--- config.mk ---
export PLATFORM = sky130hd
export DESIGN_NAME = cmp_tree_arbiter
export DESIGN_NICKNAME = d
export VERILOG_FILES = /design/src/rtl/cmp_tree_arbiter.sv
export SDC_FILE = /design/constraint.sdc
export NUM_CORES = 1
export LEC_CHECK = 0
export ABC_AREA = 1
export CORE_AREA = 2 2 204 206
export CTS_CLUSTER_SIZE = 20
export DETAILED_ROUTE_END_ITERATION = 8
export DIE_AREA = 0 0 206 208
export MAX_ROUTING_LAYER = met4
export SYNTH_ARGS = -nofsm -noshare
export SYNTH_HDL_FRONTEND = slang
export SYNTH_SLANG_ARGS = --single-unit
--- constraint.sdc ---
create_clock -name clk -period 4.8 [get_ports clk]
set_clock_uncertainty 0.05 [all_clocks]
set_input_delay 0.96 -clock clk [delete_from_list [all_inputs] [get_ports clk]]
set_output_delay 0.96 -clock clk [all_outputs]
set_load 0.03 [all_outputs]
--- src/rtl/cmp_tree_arbiter.sv ---
// Round-robin arbiter sharing one 64-bit comparator tree among NREQ requesters.
// Grant -> stage-1 operand registers -> stage-2 result registers -> tagged response.
module comparatortree64 (
  input  logic [63:0] a,
  input  logic [63:0] b,
  output logic        eq,
  output logic        lt,
  output logic        ltu
);

  logic [7:0] byte_eq_s;
  logic [7:0] byte_lt_s;
  logic [3:0] eq1_s;
  logic [3:0] lt1_s;
  logic [1:0] eq2_s;
  logic [1:0] lt2_s;

  // Byte compares merged pairwise: the upper half decides unless it is equal.
  always_comb begin
    for (int i = 0; i < 8; i++) begin
      byte_eq_s[i] = (a[8*i +: 8] == b[8*i +: 8]);
      byte_lt_s[i] = (a[8*i +: 8] <  b[8*i +: 8]);
    end
    for (int j = 0; j < 4; j++) begin
      eq1_s[j] = byte_eq_s[2*j+1] & byte_eq_s[2*j];
      lt1_s[j] = byte_lt_s[2*j+1] | (byte_eq_s[2*j+1] & byte_lt_s[2*j]);
    end
    for (int j = 0; j < 2; j++) begin
      eq2_s[j] = eq1_s[2*j+1] & eq1_s[2*j];
      lt2_s[j] = lt1_s[2*j+1] | (eq1_s[2*j+1] & lt1_s[2*j]);
    end
    eq  = eq2_s[1] & eq2_s[0];
    ltu = lt2_s[1] | (eq2_s[1] & lt2_s[0]);
    lt  = (a[63] ^ b[63]) ? a[63] : ltu;
  end

endmodule

module cmp_tree_arbiter #(
  parameter  int NREQ = 4,
  localparam int IDW  = $clog2(NREQ)
) (
  input  logic                 clk,
  input  logic                 reset,
  input  logic [NREQ-1:0]      req_valid,
  output logic [NREQ-1:0]      req_ready,
  input  logic [NREQ*64-1:0]   req_op1,
  input  logic [NREQ*64-1:0]   req_op2,
  output logic                 resp_valid,
  output logic [IDW-1:0]       resp_id,
  output logic                 resp_eq,
  output logic                 resp_lt,
  output logic                 resp_ltu,
  output logic [NREQ-1:0]      pending
);

  logic [IDW-1:0]  ptr_q, ptr_d;
  logic [NREQ-1:0] pending_q, pending_d;
  logic            s1_valid_q, s1_valid_d;
  logic [63:0]     s1_op1_q, s1_op1_d;
  logic [63:0]     s1_op2_q, s1_op2_d;
  logic [IDW-1:0]  s1_id_q, s1_id_d;
  logic            resp_valid_q, resp_valid_d;
  logic [IDW-1:0]  resp_id_q, resp_id_d;
  logic            resp_eq_q, resp_eq_d;
  logic            resp_lt_q, resp_lt_d;
  logic            resp_ltu_q, resp_ltu_d;

  logic [NREQ-1:0] elig_s, grant_s, clr_s;
  logic [IDW-1:0]  idx_s, win_s;
  logic            take_s, found_s, accept_s;
  logic [63:0]     op1_sel_s, op2_sel_s;
  logic            tree_eq_s, tree_lt_s, tree_ltu_s;

  // Round-robin search starting at ptr; reset masks every grant.
  always_comb begin
    elig_s  = req_valid & ~pending_q;
    grant_s = {NREQ{1'b0}};
    win_s   = {IDW{1'b0}};
    found_s = 1'b0;
    idx_s   = {IDW{1'b0}};
    take_s  = 1'b0;
    for (int k = 0; k < NREQ; k++) begin
      idx_s          = IDW'((int'(ptr_q) + k) % NREQ);
      take_s         = ~found_s & elig_s[idx_s];
      grant_s[idx_s] = grant_s[idx_s] | take_s;
      win_s          = take_s ? idx_s : win_s;
      found_s        = found_s | take_s;
    end
    grant_s   = reset ? {NREQ{1'b0}} : grant_s;
    req_ready = grant_s;
    accept_s  = |grant_s;
  end

  // Winner operand mux, pending bookkeeping and pipeline next state.
  always_comb begin
    op1_sel_s = 64'd0;
    op2_sel_s = 64'd0;
    clr_s     = {NREQ{1'b0}};
    for (int i = 0; i < NREQ; i++) begin
      op1_sel_s = op1_sel_s | ({64{grant_s[i]}} & req_op1[64*i +: 64]);
      op2_sel_s = op2_sel_s | ({64{grant_s[i]}} & req_op2[64*i +: 64]);
      clr_s[i]  = resp_valid_q & (resp_id_q == IDW'(i));
    end
    if (accept_s) begin
      ptr_d = (win_s == IDW'(NREQ - 1)) ? {IDW{1'b0}} : win_s + 1'b1;
    end else begin
      ptr_d = ptr_q;
    end
    // A fresh grant wins over a clear of the same bit.
    pending_d    = (pending_q & ~clr_s) | grant_s;
    s1_valid_d   = accept_s;
    s1_op1_d     = accept_s ? op1_sel_s : s1_op1_q;
    s1_op2_d     = accept_s ? op2_sel_s : s1_op2_q;
    s1_id_d      = accept_s ? win_s : s1_id_q;
    resp_valid_d = s1_valid_q;
    resp_id_d    = s1_id_q;
    resp_eq_d    = tree_eq_s;
    resp_lt_d    = tree_lt_s;
    resp_ltu_d   = tree_ltu_s;
  end

  comparatortree64 u_tree (
    .a   (s1_op1_q),
    .b   (s1_op2_q),
    .eq  (tree_eq_s),
    .lt  (tree_lt_s),
    .ltu (tree_ltu_s)
  );

  // Pipeline and arbitration state; reset discards anything in flight.
  always_ff @(posedge clk or posedge reset) begin
    if (reset) begin
      ptr_q        <= {IDW{1'b0}};
      pending_q    <= {NREQ{1'b0}};
      s1_valid_q   <= 1'b0;
      s1_op1_q     <= 64'd0;
      s1_op2_q     <= 64'd0;
      s1_id_q      <= {IDW{1'b0}};
      resp_valid_q <= 1'b0;
      resp_id_q    <= {IDW{1'b0}};
      resp_eq_q    <= 1'b0;
      resp_lt_q    <= 1'b0;
      resp_ltu_q   <= 1'b0;
    end else begin
      ptr_q        <= ptr_d;
      pending_q    <= pending_d;
      s1_valid_q   <= s1_valid_d;
      s1_op1_q     <= s1_op1_d;
      s1_op2_q     <= s1_op2_d;
      s1_id_q      <= s1_id_d;
      resp_valid_q <= resp_valid_d;
      resp_id_q    <= resp_id_d;
      resp_eq_q    <= resp_eq_d;
      resp_lt_q    <= resp_lt_d;
      resp_ltu_q   <= resp_ltu_d;
    end
  end

  assign pending    = pending_q;
  assign resp_valid = resp_valid_q;
  assign resp_id    = resp_id_q;
  assign resp_eq    = resp_eq_q;
  assign resp_lt    = resp_lt_q;
  assign resp_ltu   = resp_ltu_q;

endmodule

==> metrics <==
1st-iter DRT viols=555; syn_area_per_cell=6.07 um2; Syn Std Cell Area=10700 um2; Post-CTS Hold Fix Bufs=0; Setup Buffers After CTS=0; status=finished clean; Starting Density=0.264; Clk pwr share=0.122; clock tree sinks=143; Tot GR Track Use=0.193; Worst R2R End=s1_op2_q[28]$_DFFE_PP0P_; CTS clk-pin slew, worst paths=0.06 ns; reg2reg setup slack=1.14 ns; Worst setup SP type=input pin; Root Buffer=clkbuf_16; H-tree levels=4; cell leakage power=8.69 nW; register area=3580 um2; Clock Latency Late Sink=0.43 ns; Crit Path Category=in -> out; Routability Congestion=0.878; sw frac=0.517; post-synthesis cell type count=32; Hold EP=resp_valid$_DFF_PP0_; crit path capture type=output pin; # setup viols final=0; HPWL after detailed placement=31.8 mm; Die Wd=206 um; fraction of layout cells with a size suffix above 1=0.0274; RSZ-0062 raised after global routing=no; final worst slack=0.316 ns; first-pass GRT wire length=62.7 mm; Max Fanout on Critical Path=6; post-layout minimum cycle time=4.48 ns; R2R Path Start=ptr_q[1]$_DFFE_PP0P_; Logic pwr share=0.667; Post-Syn Instances=1762; DRC=0; total power draw=11.0 mW; switching power of the nets=5.70 mW; Rows=74; Max-Cap Viols=0; Ports=532; Design Area, Final=17000 um2; Wirelength per Cell=14.7 um; post-CTS sizing=0; Hold Path Depth=0; full die area=42800 um2; height of the die=208 um; maximum clock insertion buffer count=2; worst slack at placement=0.325 ns; Worst Tran Pin Value=1.11 ns; vias in the first global route=12124; Worst Min Path Start=resp_valid_d$_DFF_PP0_; post-synthesis sequential area ratio=0.334; R2R depth=24; Fillers=4180; Inserted Clock Buffers=17; Worst IR Drop VDD=0.600 mV; largest net degree at the start of global routing=144; TritonCTS clock tree=built; Area Growth Syn to Fin=59.1%; crit path DAT=3.47 ns; Yosys Warn Count=0; sequential share of power=0.210; initial antenna violation count=2; WP data required=3.79 ns; fmax=0.223 GHz; Buffers on Ports=531; Core Util, Final=0.420; Congestion Overflow GR=0; routed wire length=41.3 mm; #FFs+latches synth=143; max-slew violations=0; antenna viol nets, final=0; first-pass iteration count of the detailed router=5; Cell Pwr Density=648 nW/um2; slew margin rel.=0.259; area of the core=40600 um2; placed cell areas=16400 um2; setup TNS=0 ns; Int Power=5.32 mW; area occupied by multi-input gates=6280 um2; CP Launch Point=req_valid[3]; Final #Nets=2839; syn_nets=2348; Fin. Hold Viols=0; via count=12102; Worst Hold Class=reg -> reg; vias per cell=4.32; fin crit share=0.934
[cell usage in the layout (no fill, tap or decap), types with 2 or more instances in the layout]
cell                n
clkinv_4            5
nand2_2             4
clkbuf_16          17
bufinv_16           2
ha_1               68
o21ai_0            17
o21bai_1            2
inv_6               3
nand4_1             6
nor3_1              8
inv_1              96
buf_12              8
nor2_1            136
inv_4               4
a21oi_1            33
nand2_1          1101
nand3_1            48
clkinvlp_4          4
o211ai_1            8
clkdlybuf4s50_1   527
buf_4               9
dfrtp_1           143
[Yosys cell counts]
| library cell | n | share of area |
|---|---|---|
| o21a_1 | 1 | 0.00070 |
| nor4_1 | 1 | 0.00058 |
| o32ai_1 | 1 | 0.00082 |
| nor4b_1 | 1 | 0.00082 |
| o211ai_1 | 8 | 0.0056 |
| buf_2 | 49 | 0.023 |
| inv_1 | 101 | 0.035 |
| xnor2_1 | 1 | 0.00082 |
| nor3_1 | 8 | 0.0037 |
| nand2_1 | 1101 | 0.39 |
| ha_1 | 68 | 0.079 |
| nand3_2 | 1 | 0.00094 |
| inv_2 | 1 | 0.00035 |
| o2111ai_1 | 1 | 0.00082 |
| nand3_1 | 48 | 0.022 |
| a21oi_1 | 33 | 0.015 |
| a221oi_1 | 1 | 0.00082 |
| buf_4 | 13 | 0.0091 |
| nand2_2 | 4 | 0.0023 |
| a31oi_1 | 1 | 0.00058 |
| a211oi_1 | 1 | 0.00070 |
| buf_8 | 1 | 0.0014 |
| nor2_1 | 136 | 0.048 |
| nor2_4 | 1 | 0.0011 |
| dfrtp_1 | 143 | 0.33 |
| nand3b_1 | 1 | 0.00070 |
| o21bai_1 | 2 | 0.0014 |
| o21ai_0 | 17 | 0.0079 |
| buf_6 | 9 | 0.0095 |
| nand4_1 | 6 | 0.0035 |
| mux2_2 | 1 | 0.0011 |
| o221ai_1 | 1 | 0.00082 |
[flip-flops by register name, summed over array words and instances (netlist names), 2 cells and up, named ones only]
| name | flops |
|---|---|
| s1_op1_q | 64 |
| s1_op2_q | 64 |
| pending | 4 |
| resp_id | 2 |
| resp_id_d | 2 |
[through the flow]
stage	instances	hold slack, ns
3_3_place_gp	2766	0.283
3_5_place_dp	2766	0.285
5_1_grt	2799	0.316
2_1_floorplan	1762	0.281
6_report	2799	0.299
4_1_cts	2798	0.302
[worst max path at each step]
stage | end | slack (ns) | depth (start not counted)
after floorplan | req_ready[2] | 1.12 | 19
after global placement | req_ready[2] | 0.32 | 20
after detailed placement | req_ready[2] | 0.33 | 20
after CTS | req_ready[2] | 0.32 | 20
after global routing | req_ready[2] | 0.04 | 20
final | req_ready[2] | 0.32 | 20
[final cells by class]
| class | instances | share of cell area |
|---|---|---|
| flip-flops and latches | 143 | 0.210 |
| multi-input cells | 1445 | 0.369 |
| clock inverters | 14 | 0.00926 |
| inverters | 102 | 0.0233 |
| diodes | 1 | 0.000147 |
| repair buffers | 544 | 0.323 |
| well taps | 532 | 0.0391 |
| clock buffers | 18 | 0.0258 |
[power groups by stage]
stage | logic [mW] | registers (mW) | clock network, mW
3_3_place_gp | 7.37 | 2.34 | 0
5_1_grt | 8.52 | 2.40 | 1.45
4_1_cts | 7.53 | 2.33 | 1.40
2_1_floorplan | 5.29 | 2.27 | 0
6_report | 7.36 | 2.32 | 1.35
3_5_place_dp | 7.50 | 2.34 | 0
[kinds of logic (layout without fill, tap and decap cells)]
kind of cell	Yosys count	count (layout)	synth area share
AO/OA/AOI/OAI	67	67	0.0357
XOR/XNOR	1	1	0.000818
adder cells (fa/ha/maj)	68	68	0.0795
buffers and inverters	174	678	0.0787
flip-flops	143	143	0.334
multiplexers	1	1	0.00105
other	0	1	0
AND/OR/NAND/NOR	1308	1308	0.470
[worst max-delay path: stages]
cell	delay (ns)
clkdlybuf4s50_1	0.50
nand3_1	0.11
nand3_1	0.14
nand2_2	0.11
inv_1	0.12
nand3_1	0.07
nand2_1	0.07
nand2_1	0.09
nand3_1	0.12
nand3_1	0.08
nand3_1	0.09
nand2_1	0.11
nand3_1	0.11
nand3_1	0.08
nand3_1	0.09
nand2_1	0.10
nand3_1	0.08
nand2_1	0.14
inv_4	0.12
buf_4	0.17
[layer usage]
metal / vias up / track usage / part of all wire
li1: 6357 / - / -
met3: 45 / 0.0368 / 0.065
met4: 0 / 0.0581 / 0.022
met1: 5296 / 0.221 / 0.42
met5: - / - / 0
met2: 404 / 0.339 / 0.49
No activity file was read; power rests on OpenSTA's default activity.
